$ cat src/rtl/tile_cmd_scheduler.sv
// tile_cmd_scheduler: accepts TILE commands and dispatches each to a free compute engine round-robin,
// tracking busy engines from tile_done and keeping issue/complete counters for the host.
module tile_cmd_scheduler #(
   parameter int NUM_CE = 4,
   parameter int CE_W   = $clog2(NUM_CE)
) (
   input  logic              i_clk,
   input  logic              i_reset,
   input  logic              i_cmd_valid,
   output logic              o_cmd_ready,
   input  logic [15:0]       i_cmd_left_addr,
   input  logic [15:0]       i_cmd_right_addr,
   input  logic [7:0]        i_cmd_left_ugd_len,
   input  logic [7:0]        i_cmd_right_ugd_len,
   input  logic [7:0]        i_cmd_vec_len,
   input  logic [2:0]        i_cmd_flags,
   output logic [NUM_CE-1:0] o_ce_tile_en,
   output logic [15:0]       o_ce_left_addr,
   output logic [15:0]       o_ce_right_addr,
   output logic [7:0]        o_ce_left_ugd_len,
   output logic [7:0]        o_ce_right_ugd_len,
   output logic [7:0]        o_ce_vec_len,
   output logic [2:0]        o_ce_flags,
   input  logic [NUM_CE-1:0] i_ce_tile_done,
   input  logic              i_drain,
   output logic [NUM_CE-1:0] o_ce_busy,
   output logic              o_all_idle,
   output logic              o_zero_dim_drop,
   output logic              o_err_spurious_done,
   output logic [15:0]       o_tiles_issued,
   output logic [15:0]       o_tiles_done
);
   typedef enum logic {IDLE, ISSUE} state_t;
   state_t state;
   logic [NUM_CE-1:0] busy, tile_en_q, own_issue, done_ok, sel_oh;
   logic [CE_W-1:0] rr_ptr, sel, idx;
   logic [15:0] done_cnt;
   logic accept, zero_dim;
   // first free engine at or after rr_ptr; the descending scan lets the nearest one win
   always_comb begin
      sel = '0;
      idx = '0;
      for (int i = NUM_CE - 1; i >= 0; i--) begin
         idx = CE_W'((int'(rr_ptr) + i) % NUM_CE);
         if (!busy[idx]) sel = idx;
      end
   end
   // a done on the engine being started this very cycle belongs to no tile
   always_comb begin
      own_issue = (state == ISSUE) ? tile_en_q : '0;
      done_ok = i_ce_tile_done & busy & ~own_issue;
      done_cnt = '0;
      for (int i = 0; i < NUM_CE; i++) done_cnt = done_cnt + 16'(done_ok[i]);
   end
   assign sel_oh       = NUM_CE'(1) << sel;
   assign zero_dim     = ~|i_cmd_left_ugd_len || ~|i_cmd_right_ugd_len || ~|i_cmd_vec_len;
   assign o_cmd_ready  = (state == IDLE) && !i_drain && !(&busy);
   assign accept       = i_cmd_valid && o_cmd_ready;
   assign o_all_idle   = ~|busy && (state == IDLE);
   assign o_ce_busy    = busy;
   assign o_ce_tile_en = tile_en_q & {NUM_CE{~i_reset}};
   always_ff @(posedge i_clk) begin
      if (i_reset) begin
         state               <= IDLE;
         busy                <= '0;
         rr_ptr              <= '0;
         tile_en_q           <= '0;
         o_zero_dim_drop     <= 1'b0;
         o_err_spurious_done <= 1'b0;
         o_tiles_issued      <= '0;
         o_tiles_done        <= '0;
         o_ce_left_addr      <= '0;
         o_ce_right_addr     <= '0;
         o_ce_left_ugd_len   <= '0;
         o_ce_right_ugd_len  <= '0;
         o_ce_vec_len        <= '0;
         o_ce_flags          <= '0;
      end else begin
         tile_en_q       <= '0;
         o_zero_dim_drop <= accept && zero_dim;
         busy            <= (busy & ~done_ok) | ((accept && !zero_dim) ? sel_oh : '0);
         o_tiles_done    <= o_tiles_done + done_cnt;
         if (|(i_ce_tile_done & ~(busy & ~own_issue))) o_err_spurious_done <= 1'b1;
         if (state == ISSUE) begin
            state          <= IDLE;
            o_tiles_issued <= o_tiles_issued + 16'd1;
         end
         if (accept) begin
            o_ce_left_addr     <= i_cmd_left_addr;
            o_ce_right_addr    <= i_cmd_right_addr;
            o_ce_left_ugd_len  <= i_cmd_left_ugd_len;
            o_ce_right_ugd_len <= i_cmd_right_ugd_len;
            o_ce_vec_len       <= i_cmd_vec_len;
            o_ce_flags         <= i_cmd_flags;
            if (!zero_dim) begin
               tile_en_q <= sel_oh;
               rr_ptr    <= (sel == CE_W'(NUM_CE - 1)) ? '0 : sel + 1'b1;
               state     <= ISSUE;
            end
         end
      end
   end
endmodule

$ cat config.mk
export PLATFORM = sky130hd
export DESIGN_NAME = tile_cmd_scheduler
export DESIGN_NICKNAME = d
export VERILOG_FILES = /design/src/rtl/tile_cmd_scheduler.sv
export SDC_FILE = /design/constraint.sdc
export NUM_CORES = 1
export LEC_CHECK = 0
export ABC_CLOCK_PERIOD_IN_PS = 7000
export CAP_MARGIN = 40
export CORE_MARGIN = 4
export CORE_UTILIZATION = 25
export DETAILED_ROUTE_END_ITERATION = 16
export SKIP_LAST_GASP = 1
export SYNTH_ARGS = -nofsm -noshare
export SYNTH_HDL_FRONTEND = slang
export SYNTH_SLANG_ARGS = --single-unit
$ cat constraint.sdc
create_clock -name i_clk -period 7 [get_ports i_clk]
set_clock_uncertainty 0.2 [all_clocks]
set_input_delay 0.7 -clock i_clk [delete_from_list [all_inputs] [get_ports i_clk]]
set_output_delay 0.7 -clock i_clk [all_outputs]
set_load 0.05 [all_outputs]
# After elaboration in Yosys (flattened, before gate mapping)

Index checks and enable logic that the tools add are counted.

Reductions and logical operators: 24
$add $sub $neg: 9
Eq/ne operators: 1
Muxes and demuxes: 16
Bitwise operators: 14
Order comparisons: 4
Shift-type cells: 1

Operators by type and width:

| kind                                               | count |
|---|---|
| AND 4 bit                                          | 6 |
| OR reduction 8 bit                                 | 3 |
| adder 16 x 1 -> 16 bit, second input constant      | 1 |
| adder 16 x 4 -> 16 bit                             | 1 |
| < comparator 2 x 3 -> 1 bit, second input constant | 4 |
| inverter 4 bit                                     | 3 |
| 2-to-1 mux 2 bit                                   | 5 |
| binary-select mux 1 bit (select 2 bit)             | 4 |
| 2-to-1 mux 4 bit                                   | 2 |
| OR reduction 4 bit                                 | 2 |
| logical NOT 1 bit                                  | 7 |
| logical AND 1 bit                                  | 6 |
| 2-to-1 mux 1 bit                                   | 5 |
| adder 2 x 1 -> 2 bit, second input constant        | 2 |
| adder 2 bit, second input constant                 | 2 |
| adder 3 x 1 -> 4 bit                               | 1 |
| inverter 1 bit                                     | 4 |
| bitwise OR 4 bit                                   | 1 |
| AND reduction 4 bit                                | 1 |
| << shifter 1 x 2 -> 4 bit, first input constant    | 1 |
| adder 2 x 1 -> 3 bit                               | 1 |
| OR reduction 3 bit                                 | 1 |
| adder 1 x 1 -> 2 bit                               | 1 |
| equality test 2 bit, second input constant         | 1 |
| other kinds (3)                                    | 4 |

Bits of input ports: 67
Word-level logic and storage cells: 83
Output and inout bits: 103
Flip-flop bits (word level): 104

# Logic depth before layout (Yosys ltp)

Depth after elaboration: 10
Depth in mapped cells: 12
Depth with buffers taken out: 11

# Least setup slack after synthesis

No wires, ideal clock.

Kind: register -> register
Start point: reg busy[0] (netlist: o_ce_busy[0])
End point: reg o_tiles_done[12]
Data required time: 6.672 ns
Clock period less this slack: 3.224 ns
Library setup time: 0.128 ns
Arrival time: 2.897 ns
Buffers on the path: 0
Setup slack: 3.776 ns
Cell stages (with the launch flop): 11
Path through: dfxtp_1 -> nand3_1 -> fa_1 -> fa_1 -> inv_1 -> fa_1 -> and4_1 -> nand3_1 -> nor3_1 -> xnor2_1 -> nor2_1

Cells in the longest elaborated chain, start to end: 6

RTL lines:

| item                     | line | source |
|---|---|---|
| start: declaration       | 35   | `logic [NUM_CE-1:0] busy, tile_en_q, own_issue, done_ok, sel_oh;` |
| start signal: assignment | 81   | `busy <= (busy & ~done_ok) \| ((accept && !zero_dim) ? sel_oh : '0);` |
| AND 4 bit (2 in series)  | 51   | `done_ok = i_ce_tile_done & busy & ~own_issue;` |
| adder 1 x 1 -> 2 bit     | 53   | `for (int i = 0; i < NUM_CE; i++) done_cnt = done_cnt + 16'(done_ok[i]);` |
| adder 2 x 1 -> 3 bit     | 53   |  |
| adder 3 x 1 -> 4 bit     | 53   |  |
| adder 16 x 4 -> 16 bit   | 82   | `o_tiles_done <= o_tiles_done + done_cnt;` |
| end signal: assignment   | 82   |  |
| end: declaration         | 31   | `output logic [15:0] o_tiles_done` |

Every way passes these cells.
A chain may end at the register's enable or synchronous reset.

# Final worst setup path

Start point: in i_reset
End point: out o_ce_tile_en[0]

Cells in the longest elaborated chain, start to end: 2

RTL lines:

| item               | line | source |
|---|---|---|
| start: declaration | 8    | `input logic i_reset,` |
| inverter 1 bit     | 61   | `assign o_ce_tile_en = tile_en_q & {NUM_CE{~i_reset}};` |
| AND 4 bit          | 61   |  |
| end: declaration   | 17   | `output logic [NUM_CE-1:0] o_ce_tile_en,` |

Every way passes these cells.

==> flow_summary.json <==
{
  "vias": 3867,
  "cts_buffers": 9,
  "clock_latency_ps": 350,
  "synth_largest_area_cell": "dfxtp_1",
  "fin_crit_sh": 0.4903,
  "syn_avg_cell_area_um2": 8.438,
  "grt_antenna_before_repair": 0,
  "port_buffers": 169,
  "p_seq_frac": 0.449,
  "dr.pass1.iters": 5,
  "dieArea_um2": 18730,
  "cp_common_cell": "buf_4",
  "viasPerCell": 4.440,
  "cts_tree": "yes",
  "cts_sinks": 104,
  "slowest_stage": "clkdlybuf4s50_1",
  "grt_pass1_wl_um": 18940,
  "yosys-top-cells-area": "dfxtp_1 50%, nand2_1 12%, a21oi_1 7.8%",
  "path_cells": "buf_4 > buf_4 > nor2b_1 > clkdlybuf4s50_1",
  "rsz0062_at_grt": "false",
  "cap_violations": 0,
  "holdCritStartpoint": "o_ce_left_ugd_len[3]",
  "area_delta_synth_final_pct": 52.80,
  "clk_path_buf_depth": 2,
  "tightestPinTransition_ps": 671.9,
  "num-fill-cells": 1605,
  "io_pins": 170,
  "combinationalPowerShare": 0.158,
  "critPathLaunchType": "input pin",
  "ys_types": 41,
  "synthFlopType": "dfxtp_1",
  "yosys_register_bits": 104,
  "syn_inst": 492,
  "die_y_um": 136.9,
  "wl_um": 12190,
  "startpoint": "i_reset",
  "switching_share": 0.2672,
  "drive_gt1_frac": 0.03969,
  "ctsResizeCount": 0,
  "start_util": 0.2585,
  "place_hpwl_um": 8944,
  "fmax_ghz": 0.2914,
  "setup_viol": 0,
  "diodes": 0,
  "wl_per_cell_um": 14.00,
  "setup_tns_ps": 0,
  "final_nets": 726,
  "drv_slew": 0,
  "num_rows": 46,
  "p_sw_uw": 372.9,
  "htreeDepth": 3,
  "status": "finished, final reports clean",
  "syn_area_um2": 4151,
  "core_um2": 16060,
  "setup.worst_path.end_class": "output pin",
  "grt_pass1_vias": 3817,
  "cts_hold_buf": 0,
  "p_int_uw": 1023,
  "ys_top_cells_by_count": "138 x nand2_1, 104 x dfxtp_1, 65 x a21oi_1, 31 x nor2_1, 15 x xnor2_1",
  "cellPowerDensity_nw_per_um2": 220.0,
  "drc_errors": 0,
  "drt_iter0_drc": 134,
  "hold_violations": 0,
  "path_max_fanout": 52,
  "grt_max_degree": 65,
  "die_x_um": 136.9,
  "yosysWarnings": 0,
  "async_flop_share": 0,
  "synth_sequential_area_ratio": 0.5015,
  "track_usage": 0.1267,
  "rr_startpoint": "state",
  "synth_edf_count": 0,
  "cts_setup_buffers": 0,
  "worstPathRequired_ps": 6100,
  "gp_congestion": 0.7220,
  "ant_nets": 0,
  "power_leakage_uw": 0.002188,
  "syn-num-nets": 568,
  "power_uw": 1396,
  "ir_worst_vdd_mv": 0.1048,
  "clkPwrFrac": 0.393,
  "cp_slowest_stage_delay_ps": 720,
  "yosysMostFrequentCell": "nand2_1",
  "path_clk_slew_ps": 70,
  "overflow": 0,
  "hold_class": "flop to flop",
  "fin_crit_ps": 3432,
  "max_slew_margin": 0.5521,
  "worstSetupPathType": "input pin to output pin",
  "arrival_ps": 2530,
  "synthDominantCellAreaShare": 0.5015,
  "clock-root-buffer": "clkbuf_16"
}
==> area by class of cell <==
type,count,area (um^2),share of cell area
Tap cell,216,270.3,0.04260
Timing Repair Buffer,172,1724,0.2718
Clock inverter,5,80.08,0.01262
Sequential cell,104,2082,0.3282
Clock buffer,11,242.7,0.03826
Multi-Input combinational cell,352,1903,0.3000
Inverter,11,41.29,0.006509
==> final timing paths <==
kind / to / slack (ps) / depth (start not counted)
worst max-delay path: o_ce_tile_en[0] / 3570 / 4
worst min-delay path: o_ce_left_ugd_len[3] / 250 / 2
worst max register to register: o_tiles_done[14] / 3710 / 11
worst min register to register: o_ce_left_ugd_len[3] / 250 / 2
==> cells by family after synthesis <==
logic type | count (synthesis) | share of synthesized area
flops | 104 | 0.5015
compound gates | 85 | 0.1148
fa+ha+maj | 9 | 0.03255
mux | 1 | 0.002411
buf+inv | 36 | 0.04039
xor+xnor | 26 | 0.05485
simple gates | 231 | 0.2535
==> power groups by stage <==
| stage | combinational, uW | clock (uW) | sequential, uW |
|---|---|---|---|
| CTS | 224 | 571 | 626 |
| detailed placement | 223 | 0 | 640 |
| global placement | 219 | 0 | 639 |
| floorplan | 65.2 | 0 | 701 |
| finish | 221 | 548 | 626 |
| global route | 236 | 588 | 629 |
==> critical path, delay by kind of cell <==
kind / cells / cell delay, ps
buf+inv: 3 / 1700
simple gates: 1 / 90
==> sequential cells by signal, summed over array words and instances (netlist names) <==
signal and flops:
o_ce_left_addr 16, o_ce_right_addr 16, o_tiles_done 16, o_tiles_issued 16
o_ce_left_ugd_len 8, o_ce_right_ugd_len 8, o_ce_vec_len 8, o_ce_busy 4
tile_en_q 4, o_ce_flags 3, rr_ptr 2, o_err_spurious_done 1
o_zero_dim_drop 1, state 1
==> layer usage <==
metal	share of wire	global-route usage
met5	0	0
met4	0.029	0.06707
met3	0.061	0.02721
met2	0.47	0.2108
met1	0.44	0.1531
==> cell usage in the layout, fill, tap and decap left out, types with 6 or more instances in the layout <==
| master | synthesis | routed |
|---|---|---|
| nor2_1 | 31 | 31 |
| xor2_1 | 11 | 11 |
| xnor2_1 | 15 | 15 |
| nor3_1 | 6 | 6 |
| nand3_1 | 8 | 8 |
| clkbuf_16 | 0 | 9 |
| nand4_1 | 7 | 7 |
| ha_1 | 6 | 6 |
| nor4_1 | 8 | 8 |
| a21oi_1 | 65 | 65 |
| nand2_1 | 138 | 138 |
| inv_1 | 11 | 11 |
| clkdlybuf4s50_1 | 0 | 168 |
| o21ai_0 | 6 | 6 |
| nor2b_1 | 10 | 10 |
| dfxtp_1 | 104 | 104 |
==> through the flow <==
| step | cells | util | instance area (um^2) | setup slack [ps] | hold WS (ps) |
|---|---|---|---|---|---|
| floorplan | 492 | - | 4151 | 3776 | 276.1 |
| global placement | 854 | 0.3737 | 6001 | 3268 | 242.7 |
| detailed placement | 855 | 0.3749 | 6021 | 3233 | 247.4 |
| CTS | 871 | 0.3950 | 6344 | 3535 | 257.9 |
| global route | 871 | 0.3950 | 6344 | 3434 | 276.3 |
| finish | 871 | 0.3950 | 6344 | 3568 | 252.8 |
Note: power is estimated with default switching activity, not from simulation.
